### config.mk
export PLATFORM = sky130hd
export DESIGN_NAME = mem_req_arbiter
export DESIGN_NICKNAME = d
export VERILOG_FILES = /design/src/rtl/mem_req_arbiter.sv
export SDC_FILE = /design/constraint.sdc
export NUM_CORES = 1
export LEC_CHECK = 0
export ABC_AREA = 1
export CAP_MARGIN = 20
export CORE_AREA = 2 2 239 241
export DETAILED_ROUTE_END_ITERATION = 16
export DIE_AREA = 0 0 241 243
export SLEW_MARGIN = 20
export SYNTH_ARGS = -nofsm -noshare
export SYNTH_HDL_FRONTEND = slang
export SYNTH_SLANG_ARGS = --single-unit
export TNS_END_PERCENT = 50
### constraint.sdc
create_clock -name clock -period 4.49 [get_ports clock]
set_clock_uncertainty 0.05 [all_clocks]
set_input_delay 0.449 -clock clock [delete_from_list [all_inputs] [get_ports clock]]
set_output_delay 0.449 -clock clock [all_outputs]
set_load 0.02 [all_outputs]
### src/rtl/mem_req_arbiter.sv
// Arbitrates ring memory ops and display refill reads onto the DDR AF/WB and tags reads to route RB returns.
// Issue strobes are combinational from state (0 cycles); returns appear 1 cycle after the RB pop; AF/WB full and the outstanding limit stall issue.
module mem_req_arbiter #(
  parameter int DC_MAX_WAIT     = 16,
  parameter int MAX_OUTSTANDING = 8
) (
  input  logic         clock,
  input  logic         reset,
  input  logic         inhibit,
  input  logic         ringReqValid,
  input  logic         ringReqWrite,
  input  logic [25:0]  ringReqAddr,
  input  logic [3:0]   ringReqDest,
  output logic         ringReqAck,
  input  logic         wdValid,
  input  logic [127:0] wdData,
  output logic         wdAck,
  input  logic         dcReq,
  input  logic [25:0]  dcAddr,
  output logic         dcAck,
  input  logic         afFull,
  input  logic         wbFull,
  output logic         wrAF,
  output logic [25:0]  afAddress,
  output logic         afRead,
  output logic         wrWB,
  output logic [127:0] wbData,
  input  logic         rbEmpty,
  input  logic [127:0] readData,
  output logic         rdRB,
  output logic         rdValid,
  output logic [127:0] rdData,
  output logic [3:0]   rdDest,
  output logic         rdToDC,
  output logic         stopped,
  output logic         protoErr
);
  localparam int OW = $clog2(MAX_OUTSTANDING + 1);
  localparam int SW = (DC_MAX_WAIT > 0) ? $clog2(DC_MAX_WAIT + 1) : 1;

  typedef enum logic [1:0] {STOP = 2'd0, RUN = 2'd1, DRAIN = 2'd2} stateT;

  typedef struct packed {
    logic       toDC;
    logic [3:0] dest;
  } tagT;

  stateT         state, stateNext;
  logic [OW-1:0] outstanding, outstandingNext;
  logic [SW-1:0] starve;
  logic          running, canRead;
  logic          ringRdElig, ringWrElig, ringElig, dcElig;
  logic          grantDc, grantRing, issueRead, popRb;
  tagT           pushTag, headTag;
  logic          tagEmpty, tagFull;

  // Reset also gates the strobes so every issue/pop output is low while reset is held.
  assign running    = (state == RUN) & ~reset;
  assign canRead    = (outstanding < OW'(MAX_OUTSTANDING)) & ~tagFull;
  assign ringRdElig = running & ringReqValid & ~ringReqWrite & ~afFull & canRead;
  assign ringWrElig = running & ringReqValid & ringReqWrite & wdValid & ~afFull & ~wbFull;
  assign ringElig   = ringRdElig | ringWrElig;
  assign dcElig     = running & dcReq & ~afFull & canRead;

  assign grantDc   = dcElig & ~(ringElig & (starve == SW'(DC_MAX_WAIT)));
  assign grantRing = ringElig & ~grantDc;
  assign issueRead = grantDc | (grantRing & ~ringReqWrite);
  assign popRb     = ~reset & ~rbEmpty & (outstanding != '0) & ~tagEmpty;

  assign pushTag = grantDc ? tagT'{toDC: 1'b1, dest: 4'd0} : tagT'{toDC: 1'b0, dest: ringReqDest};

  always_comb begin
    outstandingNext = outstanding;
    unique case ({issueRead, popRb})
      2'b10:   outstandingNext = outstanding + 1'b1;
      2'b01:   outstandingNext = outstanding - 1'b1;
      default: outstandingNext = outstanding;
    endcase
  end

  always_ff @(posedge clock) begin
    if (reset) state <= STOP;
    else       state <= stateNext;
  end

  // DRAIN looks at the post-update count so STOP is reached the cycle after the last pop.
  always_comb begin
    stateNext = state;
    unique case (state)
      STOP:    if (!inhibit) stateNext = RUN;
      RUN:     if (inhibit) stateNext = DRAIN;
      DRAIN:   if (outstandingNext == '0) stateNext = STOP;
      default: stateNext = STOP;
    endcase
  end

  always_comb begin
    stopped    = (state == STOP) | reset;
    dcAck      = grantDc;
    ringReqAck = grantRing;
    wdAck      = grantRing & ringReqWrite;
    wrAF       = grantDc | grantRing;
    afRead     = issueRead;
    afAddress  = '0;
    if (grantDc)        afAddress = dcAddr;
    else if (grantRing) afAddress = ringReqAddr;
    wrWB       = grantRing & ringReqWrite;
    wbData     = (grantRing & ringReqWrite) ? wdData : '0;
    rdRB       = popRb;
  end

  always_ff @(posedge clock) begin
    if (reset) begin
      outstanding <= '0;
      starve      <= '0;
      rdValid     <= 1'b0;
      rdData      <= '0;
      rdDest      <= '0;
      rdToDC      <= 1'b0;
      protoErr    <= 1'b0;
    end else begin
      outstanding <= outstandingNext;
      if (ringElig & grantDc) begin
        if (starve != SW'(DC_MAX_WAIT)) starve <= starve + 1'b1;
      end else begin
        starve <= '0;
      end
      rdValid <= popRb;
      if (popRb) begin
        rdData <= readData;
        rdDest <= headTag.dest;
        rdToDC <= headTag.toDC;
      end
      if (~rbEmpty & (outstanding == '0)) protoErr <= 1'b1;
    end
  end

  mem_req_arbiter_fifo #(.WIDTH($bits(tagT)), .DEPTH(MAX_OUTSTANDING)) tagFifo (
    .clock    (clock),
    .reset    (reset),
    .push     (issueRead),
    .pushData (pushTag),
    .pop      (popRb),
    .popData  (headTag),
    .empty    (tagEmpty),
    .full     (tagFull)
  );
endmodule

// Generic first-word-fall-through FIFO; push when full and pop when empty are ignored.
module mem_req_arbiter_fifo #(
  parameter int WIDTH = 8,
  parameter int DEPTH = 8
) (
  input  logic             clock,
  input  logic             reset,
  input  logic             push,
  input  logic [WIDTH-1:0] pushData,
  input  logic             pop,
  output logic [WIDTH-1:0] popData,
  output logic             empty,
  output logic             full
);
  localparam int AW = (DEPTH > 1) ? $clog2(DEPTH) : 1;
  localparam int CW = $clog2(DEPTH + 1);

  logic [WIDTH-1:0] mem [DEPTH];
  logic [AW-1:0]    wrPtr, rdPtr;
  logic [CW-1:0]    count;
  logic             doPush, doPop;

  function automatic logic [AW-1:0] nextPtr(input logic [AW-1:0] p);
    return (p == AW'(DEPTH - 1)) ? '0 : p + 1'b1;
  endfunction

  assign empty   = (count == '0);
  assign full    = (count == CW'(DEPTH));
  assign doPush  = push & ~full;
  assign doPop   = pop & ~empty;
  assign popData = mem[rdPtr];

  always_ff @(posedge clock) begin
    if (doPush) mem[wrPtr] <= pushData;
  end

  always_ff @(posedge clock) begin
    if (reset) begin
      wrPtr <= '0;
      rdPtr <= '0;
      count <= '0;
    end else begin
      if (doPush) wrPtr <= nextPtr(wrPtr);
      if (doPop)  rdPtr <= nextPtr(rdPtr);
      unique case ({doPush, doPop})
        2'b10:   count <= count + 1'b1;
        2'b01:   count <= count - 1'b1;
        default: count <= count;
      endcase
    end
  end
endmodule

## After elaboration in Yosys (flattened, before gate mapping)

Memories as Yosys holds them, arrays and structs flattened. A register that Yosys moved wholly into a read port is not among the register bits.
Index checks and enable logic that the tools add are counted.

- Bitwise operators: 39
- Eq/ne operators: 14
- Reduce and logical (&&, ||, !) cells: 8
- Magnitude comparators: 1
- $add $sub $neg: 7
- Multiplexer cells: 14

Operators with widths:

| cell | number |
|---|---|
| $mux W128 | 1 |
| $mux W26 | 2 |
| $and A1 B1 Y1 | 25 |
| $pmux W4 S2 | 2 |
| $logic_not A4 Y1 | 3 |
| $not A1 Y1 | 10 |
| $add A4 B1 Y4 const B | 2 |
| $sub A4 B1 Y4 const B | 2 |
| $add A3 B1 Y3 const B | 2 |
| $eq A2 B1 Y1 const B | 3 |
| $eq A2 B2 Y1 const B | 3 |
| $eq A3 B3 Y1 const B | 2 |
| $mux W2 | 3 |
| $mux W3 | 2 |
| $ne A2 B2 Y1 const B | 3 |
| $pmux W2 S3 | 1 |
| $add A5 B1 Y5 const B | 1 |
| $eq A5 B5 Y1 const B | 1 |
| $mux W5 | 1 |
| $ne A5 B5 Y1 const B | 1 |
| $eq A4 B4 Y1 const B | 1 |
| $lt A4 B4 Y1 const B | 1 |
| $or A1 B1 Y1 | 4 |
| $reduce_bool A4 Y1 | 1 |
| 5 further kinds | 6 |

- RAM bits: 40
- Bits of input ports: 322
- Memories kept: 1
- Output and inout bits: 297
- Flip-flop bits (word level): 151

Memories:

| name | words | bits a word | read ports | clocked after Yosys merged registers in | wr ports | RTL line | RTL |
|---|---|---|---|---|---|---|---|
| tagFifo.mem | 8 | 5 | 1 | 1 | 1 | 167 | `logic [WIDTH-1:0] mem [DEPTH];` |

## Longest topological paths before layout

- Depth in word-level cells: 20
- Depth in mapped cells: 23
- Depth with buffers taken out: 23

## Cells and area by module

From an unflattened synthesis, not the netlist that was laid out.

- Cells, all modules: 1279
- Area total of the unflattened synthesis: 9919.5 um^2

Modules (own cells, without submodules):

| module | instances | area each (um^2) | cells each |
|---|---|---|---|
| mem_req_arbiter | 1 | 7627.3 | 1071 |
| mem_req_arbiter_fifo | 1 | 2292.2 | 208 |

## Worst setup path after synthesis

OpenSTA, ideal clock, no wires.

- Path type: input-to-reg
- From: in reset
- To: reg state[1]
- Path buffers: 0
- Setup time: 0.155 ns
- Data arrival time: 2.516 ns
- Stages on the path: 17
- Slack: 1.770 ns
- Required time: 4.285 ns
- Path through: inv_2 nand3_1 nor3_2 nand2_2 nand2_1 inv_1 ha_1 nand2_1 inv_1 nor2_1 ha_1 mux2i_1 nand2_1 nor2_1 nand3_1 nand2_1 a21oi_1

- Cells in the longest elaborated chain, start to end: 20

RTL lines:

| item | RTL line | RTL |
|---|---|---|
| start: declaration | 8 | `input logic reset,` |
| $not A1 Y1 (*) | 58 | `assign running = (state == RUN) & ~reset;` |
| $and A1 B1 Y1 (*) | 58 |  |
| $and A1 B1 Y1 | 60, 61 |  |
| $and A1 B1 Y1 (4 in series) | 61 | `assign ringWrElig = running & ringReqValid & ringReqWrite & wdValid & ~afFull & ~wbFull;` |
| $or A1 B1 Y1 | 62 | `assign ringElig = ringRdElig \| ringWrElig;` |
| $and A1 B1 Y1 | 65 | `assign grantDc = dcElig & ~(ringElig & (starve == SW'(DC_MAX_WAIT)));` |
| $not A1 Y1 | 65 |  |
| $and A1 B1 Y1 | 65 |  |
| [... 2 more ...] | - |  |
| $and A1 B1 Y1 | 67 | `assign issueRead = grantDc \| (grantRing & ~ringReqWrite);` |
| $or A1 B1 Y1 (*) | 67 |  |
| net afRead | 25 | `output logic afRead,` |
| $eq A2 B1 Y1 / $eq A2 B2 Y1 (equally long branches) | 74 | `unique case ({issueRead, popRb})` |
| $pmux W4 S2 (*) | 74 |  |
| $logic_not A4 Y1 (*) | 92 | `DRAIN: if (outstandingNext == '0) stateNext = STOP;` |
| $ne A2 B2 Y1 (no line) (*) | - |  |
| $reduce_and A3 Y1 (no line) (*) | - |  |
| end signal: assignment | 83 | `else state <= stateNext;` |
| end: declaration | 48 | `stateT state, stateNext;` |

Mark *: on every way through the listed nets, which the timed path passes. The rest lies on a longest branch.
A chain may end at the register's enable or synchronous reset.

## Worst setup path in the final report

- From: in ringReqWrite
- To: out afAddress[8]

- Cells in the longest elaborated chain, start to end: 12

RTL lines:

| item | RTL line | RTL |
|---|---|---|
| start: declaration | 11 | `input logic ringReqWrite,` |
| $and A1 B1 Y1 / $not A1 Y1 (equally long branches) | 61, 60 |  |
| $and A1 B1 Y1, on equally long branches (3 in series) | 61, 60 |  |
| $or A1 B1 Y1 (*) | 62 |  |
| $and A1 B1 Y1 | 65 |  |
| $not A1 Y1 | 65 |  |
| $and A1 B1 Y1 | 65 |  |
| $not A1 Y1 | 66 | `assign grantRing = ringElig & ~grantDc;` |
| $and A1 B1 Y1 | 66 |  |
| $mux W26 | 106 | `else if (grantRing) afAddress = ringReqAddr;` |
| $mux W26 (*) | 105 | `if (grantDc) afAddress = dcAddr;` |
| end: declaration | 24 | `output logic [25:0] afAddress,` |

Every way passes the cells marked *; elsewhere a longest branch is shown, timed or not.

==> run summary <==
The basic-gate share of the synthesized area counting and, or, nand and nor cells works out to 28.59%. Setup violations remaining at the end of the flow were counted as 0. Of all nets on the critical path, the largest fanout is 27. The most used flip-flop cell after synthesis is sky130_fd_sc_hd__dfxtp_1.

The run gives 0.9351 as the final weighted congestion in routability-driven placement. TritonCTS built the clock tree. Maximum vdd ir drop: 0.3511 mV.

Entering global routing, the biggest net connects 79 pins. Counting every sink on the clock net gives 196. The critical path starts at ringReqWrite. For hold timing, the worst endpoint is state[0]. The maximum buffer depth of the clock tree is 2, and the total nets after synthesis is 1573. The boundary pin count is 619, and the via count normalized by instance count is 3.954. Yosys attributes the largest share of cell area to sky130_fd_sc_hd__dfxtp_1 34%, sky130_fd_sc_hd__nand2_1 16%, sky130_fd_sc_hd__edfxtp_1 13%, sky130_fd_sc_hd__a21oi_1 7.7%, sky130_fd_sc_hd__inv_1 6.8%. For the final-layout setup total negative slack, the log shows 0 ps. The leading cell type in the layout, fill and taps excluded was sky130_fd_sc_hd__clkdlybuf4s50_1. In this run the power density over the cells is 228.4 nW/um^2. After synthesis, the largest area contributor takes up 33.99% of total cell area. For this block, the initial DRC count from the detailed router was 294.

In this run the clock root is driven by a sky130_fd_sc_hd__clkbuf_16. After clock tree synthesis, the setup repair step added 0 buffers. The tools report the total grt overflow as 0.

The top cell types in the final layout, fill and taps aside, are 585 x sky130_fd_sc_hd__clkdlybuf4s50_1, 380 x sky130_fd_sc_hd__nand2_1, 167 x sky130_fd_sc_hd__inv_1. The floorplan die height is 243 microns. Width of the die: 241 microns. Compared with the post-synthesis result, the final layout area differs by 86.11%. The worst pin sits at a relative slew slack of 39.82%. The run gives 1238 as the gate count of the mapped netlist.

Complex-gate fraction of the synthesized area: 10.65%. The launch point of the worst reg-to-reg path was starve[0]. Cells fill 30.56% of the core in the end.

The run gives 1470 ps as the slack of the worst reg-to-reg path. Area share of xor/xnor cells in the synthesized design: 0.4766%. STA classifies the critical path endpoint as an output port. STA puts the critical path data arrival time at 3280 ps. The initial antenna violation count was 15. For this run, design rule violations remaining after detail routing come to 0. The core region is 55950 sq um. The tools report the starting density of the core as 16.42%.

The run finished with clean final reports. For this run, the register share of the synthesized area comes to 47.07%. At the end of the flow, the number of nets in the layout was 2162. Number of instances on the worst hold path: 1.

Before CTS, the worst setup slack after placement is 780.8 ps. sky130_fd_sc_hd__dfxtp_1 takes more of the synthesized area than any other cell. The die area was 58560 sq um. After synthesis, the largest family of logic cells by area is simple AND/OR/NAND/NOR gates.

The post-layout minimum cycle time was 3777 ps. The count of cell types in the netlist is 40, and the number of hold buffers added after CTS is 0. Buffers inserted during clock tree synthesis total 17. At the pin with the least slew margin, the transition time is 895.9 ps. The run gives 4 as the count of H-tree levels built during CTS. After Yosys synthesis, full adders, half adders and majority gates account for 1.852% of the synthesized area. The analysis attributes to cell leakage a power of 6.497 nW. The max-slew violation count is 0. After detailed routing, the average wire length per cell comes to 19.66 microns.

The fraction of layout cells with a size suffix above 1 came out at 10.76%. The min-delay analysis places its worst path in the category flip-flop to flip-flop. In the finished design, the share of the clock period the worst path needs comes to 84.13%.

The per-instance average area after synthesis is 7.421 sq um. In this run the cell area of the synthesized design comes to 9188 sq um. Setup repair after global routing left no endpoint under its margin.

The number of enable flip-flop cells after synthesis is 40, and the count of vias placed by the detailed router is 10311. The synthesis-stage register bit count was 196. The multiplexer fraction of the synthesized cell area was 0.1089%; the number of buffers inserted by port buffering was 618. Summed over all nets, the half-perimeter wirelength after detailed placement is 43.12 mm.

STA puts the critical path data required time at 3990 ps. Wires add up to 51.28 mm. For this run, the detailed router's first-pass iteration total came to 4. In this run the most critical hold path is launched from state[1]. The total count of hold-check failures in the final report is 0, and the minimum setup slack in the final design is 712.6 ps. The number of max-capacitance violations reported came out at 0.

Async set-reset flop share out of synthesis: 0%. The worst setup path is of the input pin to output port kind. The floorplan has 87 rows.

Once detail routing completed, the nets flagged for antenna violations numbered 0. The clock latency at the later pin of the worst-skew pair is 480 ps. The number of cells on the worst reg-to-reg path is 18. Global routing used 16.95% of the available tracks across all layers. For this run, the number of Yosys warnings is 0. The capturing point of the worst reg2reg path was state[1]. For this run, the top clock speed supported by timing is 264.7 MHz. The power after layout was 0.003905 W. The worst setup path is launched from an input pin. Gates resized during post-CTS repair numbered 0. The via count of the first global-routing pass is 10277, and the clock slew at the register clock pins of the worst setup and hold paths is 90 ps. The first global-routing pass estimated 69.66 mm of wire.
-- area by class of cell --
| class | count | area [sq um] |
|---|---|---|
| Fill cell | 6013 | 38850 |
| Timing Repair Buffer | 641 | 6676 |
| Sequential cell | 196 | 4324 |
| Multi-Input combinational cell | 800 | 3845 |
| Tap cell | 756 | 945.9 |
| Inverter | 171 | 646.9 |
| Clock buffer | 18 | 439.2 |
| Clock inverter | 14 | 191.4 |
| Antenna cell | 12 | 30.03 |
-- registers in the layout, summed over array words and instances, names as in the netlist --
name and count:
tagFifo.rdPtr 3, tagFifo.wrPtr 3, tagFifo.count 4, outstanding 4, rdDest 4, rdValid 1
rdData 128, protoErr 1, rdToDC 1, tagFifo.mem 40, starve 5, state 2
-- cell families (layout without fill, tap and decap cells) --
kind of cell | Yosys count | in the layout
AOI/OAI and AO/OA | 184 | 184
xor gates and xnor gates | 5 | 5
adders and majority gates | 13 | 13
buffers and inverters | 242 | 844
DFF | 196 | 196
muxes | 1 | 1
other | 0 | 12
and+or+nand+nor | 597 | 597
-- layer usage --
| metal | vias up | GRT usage [%] | share of wire (%) |
|---|---|---|---|
| met5 | - | 0 | 0 |
| li1 | 4997 | - | - |
| met4 | 0 | 13.91 | 8.0 |
| met2 | 462 | 32.05 | 54 |
| met1 | 4763 | 14.56 | 32 |
| met3 | 89 | 4.708 | 6.6 |
-- cells in the mapped netlist (2+ instances only) --
library cell and instances:
sky130_fd_sc_hd__o32ai_1 10, sky130_fd_sc_hd__xnor2_1 2, sky130_fd_sc_hd__buf_4 2, sky130_fd_sc_hd__inv_2 2
sky130_fd_sc_hd__o21ai_0 23, sky130_fd_sc_hd__edfxtp_1 40, sky130_fd_sc_hd__ha_1 12, sky130_fd_sc_hd__inv_1 167
sky130_fd_sc_hd__buf_2 14, sky130_fd_sc_hd__buf_6 11, sky130_fd_sc_hd__nor2_1 85, sky130_fd_sc_hd__nand2_1 380
sky130_fd_sc_hd__xor2_1 3, sky130_fd_sc_hd__a21oi_1 141, sky130_fd_sc_hd__nor2_2 90, sky130_fd_sc_hd__nor3_1 10
sky130_fd_sc_hd__dfxtp_1 156, sky130_fd_sc_hd__a31oi_1 5, sky130_fd_sc_hd__nand3_2 2, sky130_fd_sc_hd__nor2_4 10
sky130_fd_sc_hd__nand3_1 12, sky130_fd_sc_hd__nand4_1 2, sky130_fd_sc_hd__buf_1 6, sky130_fd_sc_hd__clkbuf_1 37
-- report_power, final --
group	switching, W	leakage [nW]	internal, W
clock network	0.000805	0.303	0.000819
logic	0.000190	4.58	0.000288
registers	0.00000491	1.61	0.00180
-- how the worst max path moves through the flow --
stage | end | slack, ps | cells after the start
after floorplan | state[1] | 1770 | 17
after global placement | afAddress[8] | 720 | 12
after detailed placement | afAddress[8] | 780 | 12
after CTS | afAddress[8] | 780 | 12
after global routing | afAddress[8] | 500 | 12
final | afAddress[8] | 710 | 12
-- per-stage QoR --
step	instances	hold slack, ps	instance area (sq um)
after detailed placement	2564	380.5	16440
after global placement	2564	377.3	16440
final	2608	390.9	17100
after CTS	2596	351.8	17070
after floorplan	1238	363.1	9188
after global routing	2605	387.7	17090
-- worst max-delay path: stages --
cell and delay (ps):
sky130_fd_sc_hd__clkdlybuf4s50_1 570, sky130_fd_sc_hd__o21ai_1 170, sky130_fd_sc_hd__nand3_1 80, sky130_fd_sc_hd__nor2_1 120, sky130_fd_sc_hd__nand3b_1 100, sky130_fd_sc_hd__nand2_2 110
sky130_fd_sc_hd__inv_4 120, sky130_fd_sc_hd__nor2_8 140, sky130_fd_sc_hd__buf_4 320, sky130_fd_sc_hd__nand2_1 250, sky130_fd_sc_hd__nand2_1 170, sky130_fd_sc_hd__clkdlybuf4s50_1 630
No activity file was read; power rests on OpenSTA's default activity.
